===== src/rtl/eee_imgproc_spi_slave.sv =====
// SPI mode-0 slave: exports buffered 32-bit result words on MISO and returns
// received 32-bit MOSI command words. All SPI pins are oversampled in the clk domain.
module eee_imgproc_spi_slave #(
   parameter int          DEPTH       = 16,
   parameter logic [31:0] IDLE_WORD   = 32'h0000_0000,
   parameter int          SYNC_STAGES = 2
) (
   input  logic                       clk,
   input  logic                       reset,
   input  logic                       in_valid,
   input  logic [31:0]                in_data,
   output logic                       in_ready,
   output logic [$clog2(DEPTH):0]     fifo_level,
   output logic                       rx_valid,
   output logic [31:0]                rx_data,
   output logic                       frame_abort,
   input  logic                       spi_clk,
   input  logic                       spi_cs_n,
   input  logic                       spi_mosi,
   output logic                       spi_miso
);

   localparam int AW = $clog2(DEPTH);
   localparam int LW = AW + 1;
   localparam logic [LW-1:0] FULL_LVL = LW'(DEPTH);

   typedef enum logic {IDLE, SHIFT} state_t;

   state_t                 state, state_next;
   logic [SYNC_STAGES-1:0] sclk_sync, cs_sync, mosi_sync;
   logic                   sclk_d, cs_d;
   logic                   sclk_s, cs_s, mosi_s;
   logic                   sclk_rise, sclk_fall, cs_rise, cs_fall;
   logic [31:0]            mem [DEPTH];
   logic [AW-1:0]          wr_ptr, rd_ptr;
   logic [LW-1:0]          count;
   logic                   push, pop, load;
   logic [31:0]            tx_shift, rx_shift;
   logic [5:0]             bit_cnt;
   logic                   load_pending;

   // Synchronisers reset to the inactive pin levels so reset never fakes an edge.
   always_ff @(posedge clk) begin
      if (reset) begin
         sclk_sync <= '0;
         cs_sync   <= '1;
         mosi_sync <= '0;
         sclk_d    <= 1'b0;
         cs_d      <= 1'b1;
      end else begin
         sclk_sync <= {sclk_sync[SYNC_STAGES-2:0], spi_clk};
         cs_sync   <= {cs_sync[SYNC_STAGES-2:0], spi_cs_n};
         mosi_sync <= {mosi_sync[SYNC_STAGES-2:0], spi_mosi};
         sclk_d    <= sclk_s;
         cs_d      <= cs_s;
      end
   end

   assign sclk_s    = sclk_sync[SYNC_STAGES-1];
   assign cs_s      = cs_sync[SYNC_STAGES-1];
   assign mosi_s    = mosi_sync[SYNC_STAGES-1];
   assign sclk_rise = sclk_s & ~sclk_d;
   assign sclk_fall = ~sclk_s & sclk_d;
   assign cs_fall   = ~cs_s & cs_d;
   assign cs_rise   = cs_s & ~cs_d;

   always_ff @(posedge clk) begin
      if (reset) state <= IDLE;
      else       state <= state_next;
   end

   // cs_rise outranks any sclk edge seen in the same cycle.
   always_comb begin
      state_next = state;
      load       = 1'b0;
      case (state)
         IDLE: begin
            if (cs_fall) begin
               load       = 1'b1;
               state_next = SHIFT;
            end
         end
         SHIFT: begin
            if (cs_rise)                        state_next = IDLE;
            else if (sclk_fall && load_pending) load = 1'b1;
         end
         default: state_next = IDLE;
      endcase
   end

   // Pop decision uses the pre-push level, so a same-cycle push is never bypassed.
   assign in_ready   = (count != FULL_LVL);
   assign fifo_level = count;
   assign push       = in_valid && in_ready;
   assign pop        = load && (count != '0);

   always_ff @(posedge clk) begin
      if (push) mem[wr_ptr] <= in_data;
   end

   always_ff @(posedge clk) begin
      if (reset) begin
         wr_ptr <= '0;
         rd_ptr <= '0;
         count  <= '0;
      end else begin
         if (push) wr_ptr <= wr_ptr + AW'(1);
         if (pop)  rd_ptr <= rd_ptr + AW'(1);
         case ({push, pop})
            2'b10:   count <= count + LW'(1);
            2'b01:   count <= count - LW'(1);
            default: count <= count;
         endcase
      end
   end

   always_ff @(posedge clk) begin
      if (reset) begin
         tx_shift     <= '0;
         rx_shift     <= '0;
         bit_cnt      <= '0;
         load_pending <= 1'b0;
         rx_valid     <= 1'b0;
         rx_data      <= '0;
         frame_abort  <= 1'b0;
         spi_miso     <= 1'b0;
      end else begin
         rx_valid    <= 1'b0;
         frame_abort <= 1'b0;
         spi_miso    <= (state == SHIFT) ? tx_shift[31] : 1'b0;

         if (load)
            tx_shift <= (count != '0) ? mem[rd_ptr] : IDLE_WORD;
         else if (state == SHIFT && !cs_rise && sclk_fall)
            tx_shift <= {tx_shift[30:0], 1'b0};

         if (state == IDLE) begin
            bit_cnt      <= '0;
            load_pending <= 1'b0;
         end else if (cs_rise) begin
            if (bit_cnt != '0) frame_abort <= 1'b1;
            bit_cnt      <= '0;
            rx_shift     <= '0;
            load_pending <= 1'b0;
         end else begin
            if (bit_cnt == 6'd32) begin
               rx_data      <= rx_shift;
               rx_valid     <= 1'b1;
               bit_cnt      <= '0;
               load_pending <= 1'b1;
            end else if (sclk_rise) begin
               rx_shift <= {rx_shift[30:0], mosi_s};
               bit_cnt  <= bit_cnt + 6'd1;
            end
            if (sclk_fall && load_pending) load_pending <= 1'b0;
         end
      end
   end

endmodule


===== config.mk =====
export PLATFORM = sky130hd
export DESIGN_NAME = eee_imgproc_spi_slave
export DESIGN_NICKNAME = d
export VERILOG_FILES = /design/src/rtl/eee_imgproc_spi_slave.sv
export SDC_FILE = /design/constraint.sdc
export NUM_CORES = 1
export LEC_CHECK = 0
export BUFFER_PORTS_ARGS = -buffer_cell sky130_fd_sc_hd__buf_2
export CAP_MARGIN = 5
export CORE_MARGIN = 1
export CORE_UTILIZATION = 55
export CTS_BUF_LIST = sky130_fd_sc_hd__clkbuf_16
export DETAILED_ROUTE_END_ITERATION = 8
export HOLD_SLACK_MARGIN = 0.15
export PLACE_DENSITY = 0.81
export SLEW_MARGIN = 5
export SYNTH_ARGS = -nofsm -noshare
export SYNTH_HDL_FRONTEND = slang
export SYNTH_SLANG_ARGS = --single-unit

===== constraint.sdc =====
create_clock -name clk -period 5.15 [get_ports clk]
set_input_delay 0.515 -clock clk [delete_from_list [all_inputs] [get_ports clk]]
set_output_delay 0.515 -clock clk [all_outputs]
set_load 0.01 [all_outputs]

==> metrics.txt, run 1 <==
Net Sw Power 2.15 mW; cell with the most instances after synthesis edfxtp_1; final cell area excluding filler cells 27600 µm²; worst skew pair latency 0.64 ns; CTS tree yes; Critical Path AT 4.00 ns; area share of the largest cell type after synthesis 62.5%; total setup buffers inserted after CTS 0; Yosys warnings 0; initial standard-cell utilization of the core 55.7%; power per standard cell area 369 nW/µm²; status completed; Worst Setup Path Type flop to flop; number of nets produced by synthesis 1405; DRC violations left 0; overall die width 214 µm; startpoint of the lowest-slack hold path spi_mosi; Flop pwr share 56.3%; highest achievable clock rate 284 MHz; element type at the critical path end flop; share of the yosys chip area belonging to registers 73.2%; synth unique cells 48; number of antenna-violating nets in the routed design 0; overall routed net length 49.0 mm; largest net degree at the start of global routing 74; CTS clk-pin slew, worst paths 0.07 ns; Crit Reg-Reg Endpoint fifo_level[4]$_SDFFE_PP0P_; total leakage power 8.74 nW; number of global-route vias before repair 12.8k; TritonCTS Sinks 644; total I/O pin count 79; register-to-register setup slack 1.63 ns; final cycle utilization of the critical path 68.4%; Detailed Route Iter0 Violations 1209; dominant register cell in the synthesized netlist edfxtp_1; crit path time final 3.52 ns; top cells by instance count after synthesis 512 x edfxtp_1, 132 x dfxtp_1, 128 x mux4_2; # placed instances 1967; maximum VDD drop 0.307 mV; cell internal power dissipation 8.01 mW; top cells by area, synth edfxtp_1 62%, mux4_2 12%, dfxtp_1 11%; share of power burned in combinational logic 3.5%; cell area after placement 25700 µm²; total negative setup slack 0 ns; half-perimeter wire length of the detailed placement result 26.9 mm; Initial DRT Pass Iterations 5; hold bufs inserted after CTS 2; worst slew margin relative to its limit 18.2%; Avg Inst Size Synth 18.1 µm²; first-pass GRT wire length 74.9 mm; Hold Slack 0.158 ns; fraction of power consumed by the clock network 40.2%; via-per-instance ratio 6.11; n_diodes 0; routed length on met2 24.5 mm; GRT Residual Overflow 0; share of final-layout standard cells stronger than drive strength 1 28.5%; Endpoint, Worst Hold mosi_sync[0]$_SDFF_PP0_; clk_skew 0.0505 ns; GP Congestion 0.768; core region area 44200 µm²; maximum fanout encountered on the critical timing path 37; number of enable-type register cells in the synthesized netlist 512; maximum count of clock buffers along a single path 3; flops & latches, synth 644; number of CTS-inserted buffers 59; Worst R2R Start state$_SDFF_PP0_; Req. time, crit path 5.63 ns; full die area 45600 µm²; # rows 77; number of cells traversed by the worst hold path 2; type of the tightest min-delay check input port to flop; final setup vio count 0; routed metal-1 wire length 20.3 mm; highest metal layer with signal wires met4; proportion of synthesized flip-flops having asynchronous set or reset 0%; Cell Area, Synth 24600 µm²; average wire per standard cell 23.5 µm; post_cts resized 0; switching portion of total power 21.2%; max-slew violation count 0; via count 12.7k; area added between synthesis and finish 12.0%; RSZ-0062 raised after global routing no; initial antenna violation count 0; Tot GR Track Use 22.1%; number of standard cells after synthesis 1357; count of cells along the worst register-to-register path 12; Final Hold Violating Endpoints 0; number of buffers inserted by port buffering 78; fin cells 2082; met3 WL post-DR 3.25 mm; library cell used as clock root buffer clkbuf_16; htree depth 2; net total in the final layout 1487; # Max-Cap Violations 0; type of origin of the critical path flop; chip height 214 µm; pin slew with the least headroom to its limit 1.22 ns; largest area contributor in the synthesized netlist edfxtp_1
[kinds of logic (layout without fill, tap and decap cells)]
kind of cell / count (synthesis) / count (layout) / synth area share (%)
muxes: 195 / 195 / 14.8
DFF: 644 / 644 / 73.2
AOI/OAI and AO/OA: 152 / 152 / 4.82
buffers and inverters: 93 / 226 / 1.84
xor gates and xnor gates: 14 / 14 / 0.498
and+or+nand+nor: 249 / 249 / 4.36
adders and majority gates: 10 / 10 / 0.508
[worst max path at each step]
stage	start	slack (ns)	to
floorplan	fifo_level[2]$_SDFFE_PP0P_	1.18	mem[3][0]$_DFFE_PP_
global route	state$_SDFF_PP0_	1.40	fifo_level[4]$_SDFFE_PP0P_
global placement	state$_SDFF_PP0_	1.83	fifo_level[4]$_SDFFE_PP0P_
detailed placement	state$_SDFF_PP0_	1.68	fifo_level[4]$_SDFFE_PP0P_
CTS	state$_SDFF_PP0_	1.66	fifo_level[4]$_SDFFE_PP0P_
finish	state$_SDFF_PP0_	1.63	fifo_level[4]$_SDFFE_PP0P_
[layer usage]
metal	global-route usage, %	vias up
met3	3.51	74
li1	-	5521
met1	29.7	6596
met4	6.43	0
met2	37.6	520
met5	0	-
[cells in the final DEF, fill, tap and decap left out, types with 3 or more instances in the layout]
| master | n |
|---|---|
| edfxtp_1 | 512 |
| dfxtp_1 | 129 |
| mux4_2 | 128 |
| nand2_1 | 107 |
| nor2_1 | 85 |
| buf_2 | 77 |
| mux2_2 | 63 |
| clkbuf_16 | 59 |
| a21oi_1 | 39 |
| a22oi_1 | 34 |
| a211oi_1 | 31 |
| inv_1 | 24 |
| buf_4 | 22 |
| a221oi_2 | 18 |
| clkinv_1 | 16 |
| a221oi_1 | 13 |
| nor2_4 | 12 |
| ha_1 | 10 |
| nor2b_1 | 9 |
| xor2_1 | 8 |
| clkinv_2 | 8 |
| o21ai_0 | 6 |
| nand2b_1 | 6 |
| xnor2_1 | 6 |
| clkinvlp_4 | 6 |
| mux2i_1 | 4 |
| nor3_2 | 4 |
| nand4_1 | 4 |
| nor4b_1 | 3 |
| or2_2 | 3 |
| dfxtp_4 | 3 |
| buf_12 | 3 |
[critical path, cell delays in order, from the launching register on]
cell and delay, ns:
dfxtp_1 0.61, nor3b_2 0.17, a41oi_4 0.19, buf_4 0.58, nor2_1 0.26, ha_1 0.34, xor2_1 0.19, ha_1 0.20
a21oi_1 0.24, o22ai_1 0.13, a222oi_1 0.27, or4_1 0.16, nand2_1 0.06
[flip-flops by register name, summed over array words and instances, names as in the netlist, 4 cells and up, named ones only]
register / flops
wr_ptr: 4
fifo_level: 5
rd_ptr: 4
mem: 512
rx_shift: 32
rx_data: 32
bit_cnt: 6
tx_shift: 32
[per-stage QoR]
step	worst slack, ns	utilization (%)	power [mW]
after CTS	1.66	62.3	10.2
after floorplan	1.18	-	6.03
after global routing	1.40	62.3	10.4
after detailed placement	1.68	58.1	6.18
after global placement	1.83	58.1	6.16
final	1.63	62.3	10.2
[final cells by class]
cell class	count	area [µm²]
clock buffers	59	1480
clock inverters	53	342
fillers	2967	16700
inverters	9	33.8
multi-input cells	620	6290
flip-flops and latches	644	18000
well taps	592	741
repair buffers	105	646
[power by group through the flow]
stage          sequential, mW  clock (mW)  combinational, mW
2_1_floorplan            5.82           0              0.205
3_3_place_gp             5.83           0              0.330
3_5_place_dp             5.83           0              0.345
4_1_cts                  5.72        4.15              0.351
5_1_grt                  5.73        4.33              0.380
6_report                 5.72        4.08              0.352
Power figures use the tool's default switching activity.
==> run 2: changes to the inputs <==
--- a/config.mk
+++ b/config.mk
@@ -5,6 +5,7 @@
 export SDC_FILE = /design/constraint.sdc
 export NUM_CORES = 1
 export LEC_CHECK = 0
+export ABC_AREA = 1
 export BUFFER_PORTS_ARGS = -buffer_cell sky130_fd_sc_hd__buf_2
 export CAP_MARGIN = 5
 export CORE_MARGIN = 1
@@ -12,7 +13,7 @@
 export CTS_BUF_LIST = sky130_fd_sc_hd__clkbuf_16
 export DETAILED_ROUTE_END_ITERATION = 8
 export HOLD_SLACK_MARGIN = 0.15
-export PLACE_DENSITY = 0.81
+export PLACE_DENSITY = 0.84
 export SLEW_MARGIN = 5
 export SYNTH_ARGS = -nofsm -noshare
 export SYNTH_HDL_FRONTEND = slang
==> constraint.sdc (replaced) <==
create_clock -name clk -period 3.2 [get_ports clk]
set_input_delay 0.32 -clock clk [delete_from_list [all_inputs] [get_ports clk]]
set_output_delay 0.32 -clock clk [all_outputs]
set_load 0.01 [all_outputs]
==> metrics.txt, run 2 <==
crit path time final 2.78 ns (-0.739 ns); dominant register cell in the synthesized netlist edfxtp_1; post_cts resized 0 (unchanged); most used cells in the layout excluding fill and tap cells 802 x nand2_1, 512 x edfxtp_1, 442 x inv_1; Initial DRT Pass Iterations 6 (+1); Critical Path AT 3.28 ns (-0.72 ns); Crit. Startpoint sclk_sync[1]$_SDFF_PP0_; highest achievable clock rate 359 MHz (+27%); Worst path slowest cell ha_1; number of CTS-inserted buffers 66 (+12%); number of nets produced by synthesis 2786 (+98%); Detailed Route Iter0 Violations 2445 (+100%); chip height 224 µm (+4.7%); share of the yosys chip area belonging to registers 66.7% (-6.5 points); total leakage power 13.0 nW (+49%); average wire per standard cell 18.5 µm (-21%); initial antenna violation count 1 (+1); via count 19.5k (+53%); CTS tree yes; kind of cell adding the most delay to the critical path simple AND/OR/NAND/NOR gates; power per standard cell area 573 nW/µm² (+55%); largest net degree at the start of global routing 129 (+74%); net total in the final layout 2867 (+93%); # rows 80 (+3.9%); Avg Inst Size Synth 9.86 µm² (-46%); proportion of synthesized flip-flops having asynchronous set or reset 0% (unchanged); most common library cell in the layout ignoring fill and taps nand2_1; maximum fanout encountered on the critical timing path 22 (-41%); Reg with most FFs mem; flops & latches, synth 644 (unchanged); library cell used as clock root buffer clkbuf_16; Final Hold Violating Endpoints 0 (unchanged); synth unique cells 31 (-35%); # Max-Cap Violations 0 (unchanged); DRC violations left 0 (unchanged); htree depth 3 (+1); GP Congestion 0.849 (+10%); max-slew violation count 0 (unchanged); half-perimeter wire length of the detailed placement result 36.5 mm (+35%); number of global-route vias before repair 19.4k (+52%); worst path buffer plus inverter count 2 (+1); cell with the most instances after synthesis nand2_1; list of cells traversed by the critical path inv_1, nand3_1, o21ai_2, nand2_1, inv_2, ha_1, xor2_1, ha_1, a21o_1, nand3_1, nand2_1, nand2_1, nand2_1, nand2_1, a21oi_1; number of antenna-violating nets in the routed design 0 (unchanged); final setup vio count 0 (unchanged); Worst Setup Path Type flop to flop; GRT Residual Overflow 0 (unchanged); share of final-layout standard cells stronger than drive strength 1 8.85% (-20 points); number of flip-flops under the largest register name 512 (unchanged); Tot GR Track Use 26.0% (+3.9 points); worst slew margin relative to its limit 32.7% (+14 points); pin slew with the least headroom to its limit 1.01 ns (-0.217 ns); Req. time, crit path 3.70 ns (-1.93 ns); startpoint of the lowest-slack hold path in_data[4]; number of standard cells after synthesis 2738 (+100%); RSZ-0062 raised after global routing no; number of buffers inserted by port buffering 78 (unchanged); Yosys warnings 0 (unchanged); status completed; full die area 50000 µm² (+9.6%); maximum count of clock buffers along a single path 3 (unchanged); initial standard-cell utilization of the core 56.2% (+0.56 points); clk_skew 0.0290 ns (-0.0215 ns); area added between synthesis and finish 13.0%; Final Power 17.5 mW (+72%); final cycle utilization of the critical path 86.9% (+19 points); type of the tightest min-delay check input port to flop; overall routed net length 64.5 mm (+32%); number of enable-type register cells in the synthesized netlist 512 (unchanged); total negative setup slack 0 ns (unchanged); Cell Area, Synth 27000 µm² (+9.7%); CTS clk-pin slew, worst paths 0.06 ns (about the same); top cells by area, synth edfxtp_1 57%, nand2_1 11%, dfxtp_1 9.8%; core region area 48000 µm² (+8.6%); first-pass GRT wire length 101 mm (+35%); element type at the critical path end flop; maximum VDD drop 0.383 mV (+25%); overall die width 224 µm (+4.7%); top cells by instance count after synthesis 802 x nand2_1, 512 x edfxtp_1, 433 x inv_1; TritonCTS Sinks 644 (unchanged); area share of the largest cell type after synthesis 56.9% (-5.5 points); total I/O pin count 79 (unchanged); type of origin of the critical path flop; largest area contributor in the synthesized netlist edfxtp_1; Worst R2R Start sclk_sync[1]$_SDFF_PP0_; worst skew pair latency 0.59 ns (-0.05 ns); via-per-instance ratio 5.60 (-8.3%); Worst path most repeated cell nand2_1; peak per-stage delay on the critical path 0.39 ns (-0.22 ns)
[run 2: through the flow]
stage                     utilization, %  setup slack, ns  std cells  instance area [µm²]  hold slack [ns]
after detailed placement            58.6            0.544       3334                28200            0.398
after global routing                63.5            0.234       3485                30500            0.163
after CTS                           63.5            0.458       3484                30500            0.156
after floorplan                        -            0.344       2738                27000            0.388
final                               63.5            0.418       3485                30500            0.166
after global placement              58.6            0.705       3334                28200            0.394
[run 2: where the power goes]
group | switching [mW] | internal (mW) | total [mW] | leakage, nW
clock network | 3.12 | 4.14 | 7.26 | 1.04
registers | 0.0521 | 9.15 | 9.20 | 5.70
logic | 0.739 | 0.295 | 1.03 | 6.26
total | 3.91 | 13.6 | 17.5 | 13.0
[run 2: cell type report]
class	instances	area, µm²
Antenna cell	1	2.50
Timing Repair Buffer	154	1250
Clock inverter	49	295
Multi-Input combinational cell	1512	6780
Fill cell	3468	17500
Clock buffer	69	1730
Inverter	441	1660
Sequential cell	644	18000
Tap cell	615	769
[run 2: kinds of logic (layout without fill, tap and decap cells)]
logic type	after synthesis	after routing	share of synthesized area, %
AOI/OAI and AO/OA	204	204	3.96
xor gates and xnor gates	6	6	0.195
adders and majority gates	10	10	0.463
buffers and inverters	582	713	8.62
DFF	644	644	66.7
other	0	1	0
and+or+nand+nor	1292	1292	20.1
[run 2: final timing paths]
check	cells after the start	slack [ns]	endpoint
min reg2reg	2	0.41	mosi_sync[1]$_SDFF_PP0_
max reg2reg	15	0.42	fifo_level[4]$_SDFFE_PP0P_
max	15	0.42	fifo_level[4]$_SDFFE_PP0P_
min	1	0.17	mem[9][4]$_DFFE_PP_
[run 2: per-layer routing]
| metal | track usage, % | part of all wire [%] | up-vias |
|---|---|---|---|
| li1 | - | - | 9017 |
| met1 | 32.5 | 37 | 9163 |
| met2 | 44.0 | 49 | 1133 |
| met3 | 5.00 | 9.9 | 187 |
| met4 | 11.9 | 3.5 | 0 |
| met5 | 0 | 0 | - |
[run 2: timing repair]
| action | 4_1_cts | 5_1_grt |
|---|---|---|
| hold buffers | 32 | 0 |
| buffers inserted | 0 | 0 |
| endpoints found under the hold margin | 413 | 0 |
